===== config.mk =====
export PLATFORM = sky130hd
export DESIGN_NAME = serial_pad_reader
export DESIGN_NICKNAME = d
export VERILOG_FILES = /design/src/rtl/serial_pad_pkg.sv /design/src/rtl/serial_pad_phase_timer.sv /design/src/rtl/serial_pad_reader.sv
export SDC_FILE = /design/constraint.sdc
export NUM_CORES = 1
export LEC_CHECK = 0
export CAP_MARGIN = 10
export CORE_AREA = 2 2 80 82
export CTS_CLUSTER_DIAMETER = 80
export DETAILED_ROUTE_END_ITERATION = 6
export DIE_AREA = 0 0 82 84
export GPL_TIMING_DRIVEN = 0
export PLACE_DENSITY = 0.76
export SLEW_MARGIN = 20
export SYNTH_ARGS = -nofsm -noshare
export SYNTH_HDL_FRONTEND = slang
export SYNTH_SLANG_ARGS = --single-unit

===== constraint.sdc =====
create_clock -name clk -period 1.98 [get_ports clk]
set_input_delay 0.297 -clock clk [delete_from_list [all_inputs] [get_ports clk]]
set_output_delay 0.297 -clock clk [all_outputs]
set_load 0.1 [all_outputs]

===== src/rtl/serial_pad_pkg.sv =====
// Shared types and constants for the serial gamepad reader.
package serial_pad_pkg;

    typedef enum logic [2:0] {
        IDLE,
        LATCH,
        LOW,
        HIGH,
        DONE
    } state_t;

    localparam int unsigned NES_BITS  = 8;
    localparam int unsigned SNES_BITS = 16;
    localparam int unsigned POLL_W    = 16;

endpackage


===== src/rtl/serial_pad_phase_timer.sv =====
// Phase timer: counts cycles inside a timed state and flags its last cycle.
// The count returns to zero on the last cycle, so every state change restarts it.
module serial_pad_phase_timer #(
    parameter int unsigned CNT_W = 4
) (
    input  logic             clk,
    input  logic             rst_n,
    input  logic             run,
    input  logic [CNT_W-1:0] limit,
    output logic             last_c
);

    logic [CNT_W-1:0] cnt;

    assign last_c = run && (cnt == limit);

    // Free-running phase count, cleared outside timed states and at terminal value
    always_ff @(posedge clk or negedge rst_n) begin
        if (!rst_n) begin
            cnt <= '0;
        end else if (!run || last_c) begin
            cnt <= '0;
        end else begin
            cnt <= cnt + CNT_W'(1);
        end
    end

endmodule


===== src/rtl/serial_pad_reader.sv =====
// Serial gamepad reader: shared latch/clock, one data line per pad,
// NUM_BITS shifted per pad per scan, manual start or auto-polling.
// Optional macro SERIAL_PAD_EDGE_EN adds the pressed_edge output.
module serial_pad_reader
    import serial_pad_pkg::*;
#(
    parameter int unsigned        NUM_PADS    = 2,
    parameter int unsigned        NUM_BITS    = NES_BITS,
    parameter int unsigned        HALF_CYCLES = 6,
    parameter logic [POLL_W-1:0]  POLL_CYCLES = 16'd50000
) (
    input  logic                         clk,
    input  logic                         rst_n,
    input  logic                         start,
    input  logic                         auto_en,
    input  logic [NUM_PADS-1:0]          pad_data,
    output logic                         pad_latch,
    output logic                         pad_clk,
    output logic [NUM_PADS*NUM_BITS-1:0] buttons,
    output logic                         valid,
    output logic                         busy
`ifdef SERIAL_PAD_EDGE_EN
    ,
    output logic [NUM_PADS*NUM_BITS-1:0] pressed_edge
`endif
);

    localparam int unsigned PH_W = $clog2(2 * HALF_CYCLES);
    localparam int unsigned BI_W = (NUM_BITS > 1) ? $clog2(NUM_BITS) : 1;
    localparam int unsigned BW   = NUM_PADS * NUM_BITS;

    state_t            state;
    logic [BI_W-1:0]   bit_idx;
    logic [POLL_W-1:0] poll_cnt;
    logic              sync_q1 [NUM_PADS];
    logic              sync_q2 [NUM_PADS];
    logic [NUM_BITS-1:0] shift_q [NUM_PADS];
    logic [BW-1:0]     shift_flat;

    logic              run_c;
    logic              tick_c;
    logic [PH_W-1:0]   limit_c;
    logic              sample_c;
    logic              poll_hit_c;
    logic              done_c;

    assign run_c      = (state == LATCH) || (state == LOW) || (state == HIGH);
    assign limit_c    = (state == LATCH) ? PH_W'(2 * HALF_CYCLES - 1) : PH_W'(HALF_CYCLES - 1);
    assign sample_c   = (state == LOW) && tick_c;
    assign poll_hit_c = auto_en && (poll_cnt == POLL_CYCLES - POLL_W'(1));
    assign done_c     = (state == HIGH) && tick_c && (bit_idx == BI_W'(NUM_BITS - 1));

    serial_pad_phase_timer #(
        .CNT_W (PH_W)
    ) u_timer (
        .clk    (clk),
        .rst_n  (rst_n),
        .run    (run_c),
        .limit  (limit_c),
        .last_c (tick_c)
    );

    for (genvar p = 0; p < NUM_PADS; p++) begin : g_pad
        // Two-flop synchroniser for the asynchronous pad data line
        always_ff @(posedge clk or negedge rst_n) begin
            if (!rst_n) begin
                sync_q1[p] <= 1'b1;
                sync_q2[p] <= 1'b1;
            end else begin
                sync_q1[p] <= pad_data[p];
                sync_q2[p] <= sync_q1[p];
            end
        end

        // Capture the inverted (active-high) bit on the last LOW cycle
        always_ff @(posedge clk or negedge rst_n) begin
            if (!rst_n) begin
                shift_q[p] <= '0;
            end else if (sample_c) begin
                shift_q[p][bit_idx] <= ~sync_q2[p];
            end
        end

        assign shift_flat[p*NUM_BITS +: NUM_BITS] = shift_q[p];
    end

    // Scan sequencer with registered latch/clock/status outputs
    always_ff @(posedge clk or negedge rst_n) begin
        if (!rst_n) begin
            state     <= IDLE;
            bit_idx   <= '0;
            poll_cnt  <= '0;
            pad_latch <= 1'b0;
            pad_clk   <= 1'b0;
            buttons   <= '0;
            valid     <= 1'b0;
            busy      <= 1'b0;
        end else begin
            valid <= 1'b0;
            case (state)
                IDLE: begin
                    if (auto_en && !poll_hit_c) begin
                        poll_cnt <= poll_cnt + POLL_W'(1);
                    end else begin
                        poll_cnt <= '0;
                    end
                    if (start || poll_hit_c) begin
                        state     <= LATCH;
                        pad_latch <= 1'b1;
                        busy      <= 1'b1;
                    end
                end
                LATCH: begin
                    if (tick_c) begin
                        state     <= LOW;
                        pad_latch <= 1'b0;
                        bit_idx   <= '0;
                    end
                end
                LOW: begin
                    if (tick_c) begin
                        state   <= HIGH;
                        pad_clk <= 1'b1;
                    end
                end
                HIGH: begin
                    if (tick_c) begin
                        pad_clk <= 1'b0;
                        if (done_c) begin
                            state   <= DONE;
                            buttons <= shift_flat;
                            valid   <= 1'b1;
                        end else begin
                            state   <= LOW;
                            bit_idx <= bit_idx + BI_W'(1);
                        end
                    end
                end
                DONE: begin
                    state    <= IDLE;
                    busy     <= 1'b0;
                    poll_cnt <= '0;
                end
                default: state <= IDLE;
            endcase
        end
    end

`ifdef SERIAL_PAD_EDGE_EN
    // Newly pressed buttons, presented alongside valid
    always_ff @(posedge clk or negedge rst_n) begin
        if (!rst_n) begin
            pressed_edge <= '0;
        end else if (done_c) begin
            pressed_edge <= shift_flat & ~buttons;
        end else begin
            pressed_edge <= '0;
        end
    end
`endif

endmodule


==> results of run 1 <==
logic make-up (layout without fill, tap and decap cells):
logic type | Yosys count | in the layout
AND/OR/NAND/NOR | 88 | 88
AO/OA/AOI/OAI | 60 | 60
flip-flops | 66 | 66
XOR/XNOR | 2 | 2
adder cells (fa/ha/maj) | 4 | 4
multiplexers | 21 | 21
buffers and inverters | 20 | 72
worst max-delay path: stages (launching register included):
cell	delay, ns
dfrtp_1	0.40
ha_1	0.23
and3_1	0.23
and4_1	0.15
buf_2	0.16
or2_4	0.28
a31o_1	0.18
a31oi_1	0.18
power by group:
group	switching, W	leakage [nW]	internal [W]
logic	0.000547	0.708	0.000342
clock network	0.000526	0.106	0.000618
registers	0.000129	0.883	0.00149
total	0.00120	1.70	0.00245
stage by stage:
step	TNS, ns	hold WS, ns
final	0	0.357
after global routing	-0.169	0.351
after CTS	0	0.353
after detailed placement	-2.81	0.182
after global placement	-98.80	0.346
after floorplan	0	0.00141
sequential cells by signal (all words and copies together), names as in the netlist:
signal,cells
bit_idx,3
u_timer.cnt,4
state,3
shift_flat,16
pad_clk,1
sync_q2,2
poll_cnt,16
busy,1
sync_q1,2
buttons,16
pad_latch,1
valid,1
synth_stat cells, drive strengths merged, types with 3 or more instances:
library cell	n
nor2	9
dfstp	4
a41oi	4
nand3	10
nand3b	4
and3	5
ha	4
nor3b	5
buf	6
mux2	16
o31ai	3
nor3	7
dfrtp	62
a21oi	10
a31oi	12
nand2b	3
o21ai	21
nand2	30
and4	3
inv	7
clkbuf	7
mux2i	5
routing by layer:
metal | wire [µm] | track usage (%) | vias to the layer above
met2 | 2840 | 29.0 | 35
met1 | 2790 | 26.1 | 1032
li1 | - | - | 1048
met5 | 0 | 0 | -
met3 | 185 | 5.74 | 8
met4 | 66 | 5.45 | 0
timing repair:
item | 4_1_cts | 5_1_grt
endpoints found under the hold margin | 15 | 0
resized for setup | 23 | 6
pin swaps | 1 | 2
endpoints found under the setup margin | 43 | 33
setup buffers | 1 | 8
hold buffers | 1 | 0
worst max path at each step:
stage,to,slack [ns],cells past startpoint
after detailed placement,buttons[13],-0.32,6
after CTS,poll_cnt[15],0.02,7
after floorplan,buttons[10],0.09,6
final,poll_cnt[11],0.07,7
after global routing,poll_cnt[11],-0.05,8
after global placement,buttons[0],-1.51,1
cell type report:
| type | instances | area (µm²) | area share [%] |
|---|---|---|---|
| sequential | 66 | 1660 | 45.6 |
| clock inverter | 6 | 66.3 | 1.82 |
| clock buffer | 10 | 138 | 3.79 |
| multi-input combinational | 175 | 1250 | 34.3 |
| inverter | 7 | 26.3 | 0.723 |
| timing repair buffer | 36 | 332 | 9.12 |
| buffer | 13 | 71.3 | 1.96 |
| tap | 77 | 96.3 | 2.65 |
==> metrics.md, run 1 <==
| Metric | Value |
|---|---|
| Status | complete, no violations |
| Site row count | 29 |
| Worst Path Arrival | 2.16 ns |
| Worst r2r path cells | 7 |
| Multiplexer share of the synthesized area | 8.15% |
| CP max FO | 6 |
| Top post-synthesis cells by area | dfrtp_1 52%, nand2_1 3.8%, dfstp_2 3.5% |
| Startpoint types | flop |
| Endpoint type of the worst setup path | flop |
| Setup ws final | 0.0678 ns |
| DP Worst Slack | -0.315 ns |
| Vert. Die Dim | 84 µm |
| Worst Clk Skew | 0.0112 ns |
| Port Buffers | 25 |
| Clock sinks | 66 |
| Max rail drop VDD | 0.744 mV |
| Routed Antenna Nets | 0 |
| Final Instance Area | 3640 µm² |
| Core area | 6100 µm² |
| Tmin final | 1.91 ns |
| Ports | 26 |
| Cell Area, Synth | 2980 µm² |
| Initial DRC Count | 111 |
| Setup-failing EPs final | 0 |
| Number of synthesized register bits | 66 |
| Die area | 6890 µm² |
| TritonRoute pass-1 iters | 4 |
| GRT Total Usage | 19.0% |
| Post-synthesis sequential area ratio | 55.7% |
| RR Startpoint | poll_cnt[0] |
| Synth unique cells | 52 |
| First-pass GRT wire length | 10,000 µm |
| Root buf cell | clkbuf_8 |
| Commonest non-fill, non-tap cell in the layout | dfrtp_1 |
| GP Congestion | 0.802 |
| Max Slew Vio Count | 0 |
| Vias per cell | 5.44 |
| Area fraction in and, or, nand and nor cells after synthesis | 18.4% |
| Finished Layout Cells | 390 |
| Leakage | 1.70 nW |
| Fraction of final layout cells sized beyond drive strength 1 | 19.5% |
| Commonest cells after routing, fill and taps aside | 61 x dfrtp_1, 29 x nand2_1, 20 x dlygate4sd2_1, 18 x o21ai_0, 12 x a31oi_1 |
| Area Overhead vs Synth | 22.2% |
| Hpwl dp | 3830 µm |
| Inserted Diodes | 0 |
| CP Launch Point | poll_cnt[0] |
| Placed cell area | 3350 µm² |
| Pwr Density | 1000 nW/µm² |
| Syn Inst Count | 261 |
| Avg WL per Cell | 15.1 µm |
| Slack of the worst reg-to-reg path | 0.07 ns |
| Final #Nets | 318 |
| Worst Hold Class | input port to async pin |
| Global route overflow | 0 |
| Num CTS Buffers | 9 |
| Worst slew pin tran | 0.968 ns |
| Clock tree buffer depth | 2 |
| Final core utilization | 59.6% |
| # DRC | 0 |
| H-tree lvl count | 3 |
| Number of fill cells | 497 |
| Mean Syn Cell Area | 11.4 µm² |
| Post-Place Cells | 364 |
| Post-synth EDFFs | 0 |
| Initial antenna violation count | 0 |
| Mapped Nets | 271 |
| Compound-Gate Fraction of Synth Area | 12.4% |
| Largest area contributor in the synthesized netlist | dfrtp_1 |
| Ys async rst share | 100% |
| Tot Pwr | 0.00365 W |
| Clock Latency Late Sink | 0.34 ns |
| Period utilization | 96.6% |
| R2R Path End | poll_cnt[11] |
| Final wirelength | 5880 µm |
| CTS tree | built |
| Crit path kind | flop to flop |
| Ys flop type | dfrtp_1 |
| Clock slew at reported path FFs | 0.07 ns |
| Share of the synthesized area in the top cell type | 52.1% |
| Main combinational cell family by area after synthesis | simple AND/OR/NAND/NOR gates |
| Slew HR | 35.7% |
| Synth warnings | 0 |
| Die width | 82 µm |
| Fmax | 523 MHz |
| Via count | 2,123 |
| Starting density of the core | 48.8% |
| Vias in the first global route | 2,044 |
| Max-Cap Viols | 0 |
| Worst path required time | 2.23 ns |
| Largest net degree at the start of global routing | 52 |
| Final hold vios | 0 |
| Xor/xnor cell area share of the yosys netlist | 0.588% |
| Post-Synth Adder-Cell Area | 1.68% |
No activity file was read; power rests on OpenSTA's default activity.
==> run 2, diff against run 1 <==
- CELL_PAD_IN_SITES_DETAIL_PLACEMENT: unset -> 1
- CELL_PAD_IN_SITES_GLOBAL_PLACEMENT: unset -> 2
- CORE_AREA: 2 2 80 82 -> 2 2 96 98
- DIE_AREA: 0 0 82 84 -> 0 0 98 100
- PLACE_DENSITY: 0.76 -> 0.77
==> metrics.md, run 2 (synthesis gave the netlist of run 1 again) <==
| Metric | Value |
|---|---|
| WHS Path Cells | 0 |
| Via count | 2,148 |
| Global route overflow | 0 |
| Final hold vios | 0 |
| Core area | 8890 µm² |
| Hold EP | sync_q2[1] |
| # DRC | 0 |
| Final core utilization | 41.7% |
| Final wirelength | 6500 µm |
| Area Overhead vs Synth | 24.4% |
| Slew HR | 36.6% |
| Post-Place Cells | 398 |
| Sequential power share | 40.8% |
| Die width | 98 µm |
| Ports | 26 |
| CP Depth | 1 |
| Site row count | 35 |
| Initial antenna violation count | 0 |
| Slowest CP cell | dlygate4sd2_1 |
| CP Cell Sequence | dlygate4sd2_1 |
| Die area | 9800 µm² |
| Critical path buffers and inverters | 1 |
| Clock tree buffer depth | 2 |
| Period utilization | 94.9% |
| Fmax | 532 MHz |
| Slack of the worst reg-to-reg path | 0.12 ns |
| Initial DRC Count | 76 |
| R2R Path End | bit_idx[0] |
| Sw frac | 30.5% |
| Post-route setup TNS | 0 ns |
| Max-Cap Viols | 0 |
| Comb pwr share | 21.4% |
| Worst Hold Class | flop to flop |
| RR Startpoint | state[0] |
| Root buf cell | clkbuf_8 |
| Cell family with most CP delay | buffers and inverters |
| Critical Path Max Stage Delay | 0.86 ns |
| Crit path kind | flop to output port |
| GRT Total Usage | 14.3% |
| First-pass GRT wire length | 11,100 µm |
| Commonest cells after routing, fill and taps aside | 61 x dfrtp_1, 29 x nand2_1, 20 x dlygate4sd2_1, 18 x o21ai_0, 12 x a31oi_1 |
| Max rail drop VDD | 0.409 mV |
| Tmin final | 1.88 ns |
| CP max FO | 3 |
| Finished Layout Cells | 419 |
| Switching pwr | 0.00122 W |
| Internal | 0.00277 W |
| TritonRoute pass-1 iters | 4 |
| Clock Latency Late Sink | 0.34 ns |
| Port Buffers | 25 |
| Commonest non-fill, non-tap cell in the layout | dfrtp_1 |
| HP Start | sync_q1[1] |
| Starting density of the core | 33.5% |
| Worst Clk Skew | 0.00836 ns |
| Final #Nets | 313 |
| Hpwl dp | 4420 µm |
| Status | complete, no violations |
| Worst r2r path cells | 6 |
| Vias per cell | 5.13 |
| Leakage | 1.69 nW |
| Clock slew at reported path FFs | 0.08 ns |
| CTS tree | built |
| Worst path required time | 1.68 ns |
| Num CTS Buffers | 9 |
| Avg WL per Cell | 15.5 µm |
| Clock sinks | 66 |
| Setup-failing EPs final | 0 |
| Vias in the first global route | 2,204 |
| Inserted Diodes | 0 |
| Startpoint types | flop |
| Clock Power Share | 37.8% |
| Worst slew pin tran | 0.955 ns |
| Endpoint type of the worst setup path | output port |
| Number of fill cells | 965 |
| Worst Path Arrival | 1.58 ns |
| Largest net degree at the start of global routing | 42 |
| Pwr Density | 1080 nW/µm² |
| Fraction of final layout cells sized beyond drive strength 1 | 19.8% |
| GP Congestion | 0.724 |
| Max Slew Vio Count | 0 |
| Routed Antenna Nets | 0 |
| H-tree lvl count | 3 |
| Vert. Die Dim | 100 µm |
| RSZ-0062 raised after global routing | false |
-- run 2: area by class of cell --
cell class	instances	area, µm²	share of cell area [%]
inverter	7	26.3	0.709
clock inverter	7	141	3.82
timing repair buffer	32	294	7.94
sequential	66	1660	44.8
tap	111	139	3.75
multi-input combinational	175	1250	33.9
clock buffer	9	124	3.34
buffer	12	66.3	1.79
-- run 2: worst max-delay path by stage --
stage                           from  slack [ns]           end
final                      pad_latch        0.10     pad_latch
after floorplan           bit_idx[0]        0.09   buttons[10]
after CTS                   state[0]        0.01    bit_idx[0]
after detailed placement  bit_idx[0]       -0.37   buttons[10]
after global routing      bit_idx[0]        0.01   buttons[10]
after global placement         rst_n       -1.69  poll_cnt[13]
-- run 2: what timing repair did --
item / in CTS / in global routing
setup endpoints to repair: 51 / 33
endpoints found under the hold margin: 25 / 0
gates cloned: 0 / 0
pin swaps: 3 / 4
setup buffers: 3 / 2
gates resized for setup: 25 / 8
hold buffers: 1 / 0
-- run 2: layer usage --
layer  wire, µm  global-route usage [%]  part of all wire [%]  vias up
li1           -                       -                     -     1039
met1       3050                    18.4                    47     1069
met2       3170                    23.3                    49       29
met3        163                    2.51                   2.5       11
met4        112                    6.94                   1.7        0
met5          0                       0                     0        -
-- run 2: power by group through the flow --
stage               Sequential [W]  Clock, W  Combinational (W)
floorplan                  0.00174         0           0.000506
global placement           0.00164         0           0.000796
detailed placement         0.00165         0           0.000834
CTS                        0.00163   0.00155           0.000850
global route               0.00165   0.00159           0.000951
finish                     0.00163   0.00151           0.000851
-- run 2: per-stage QoR --
step	cell area, µm²	hold slack, ns	setup slack (ns)	power [W]
after CTS	3670	0.347	0.0101	0.00402
after global routing	3700	0.350	0.0110	0.00419
final	3700	0.351	0.102	0.00398
after floorplan	2980	0.00141	0.0916	0.00224
after detailed placement	3380	0.243	-0.374	0.00248
after global placement	3370	0.346	-1.69	0.00244
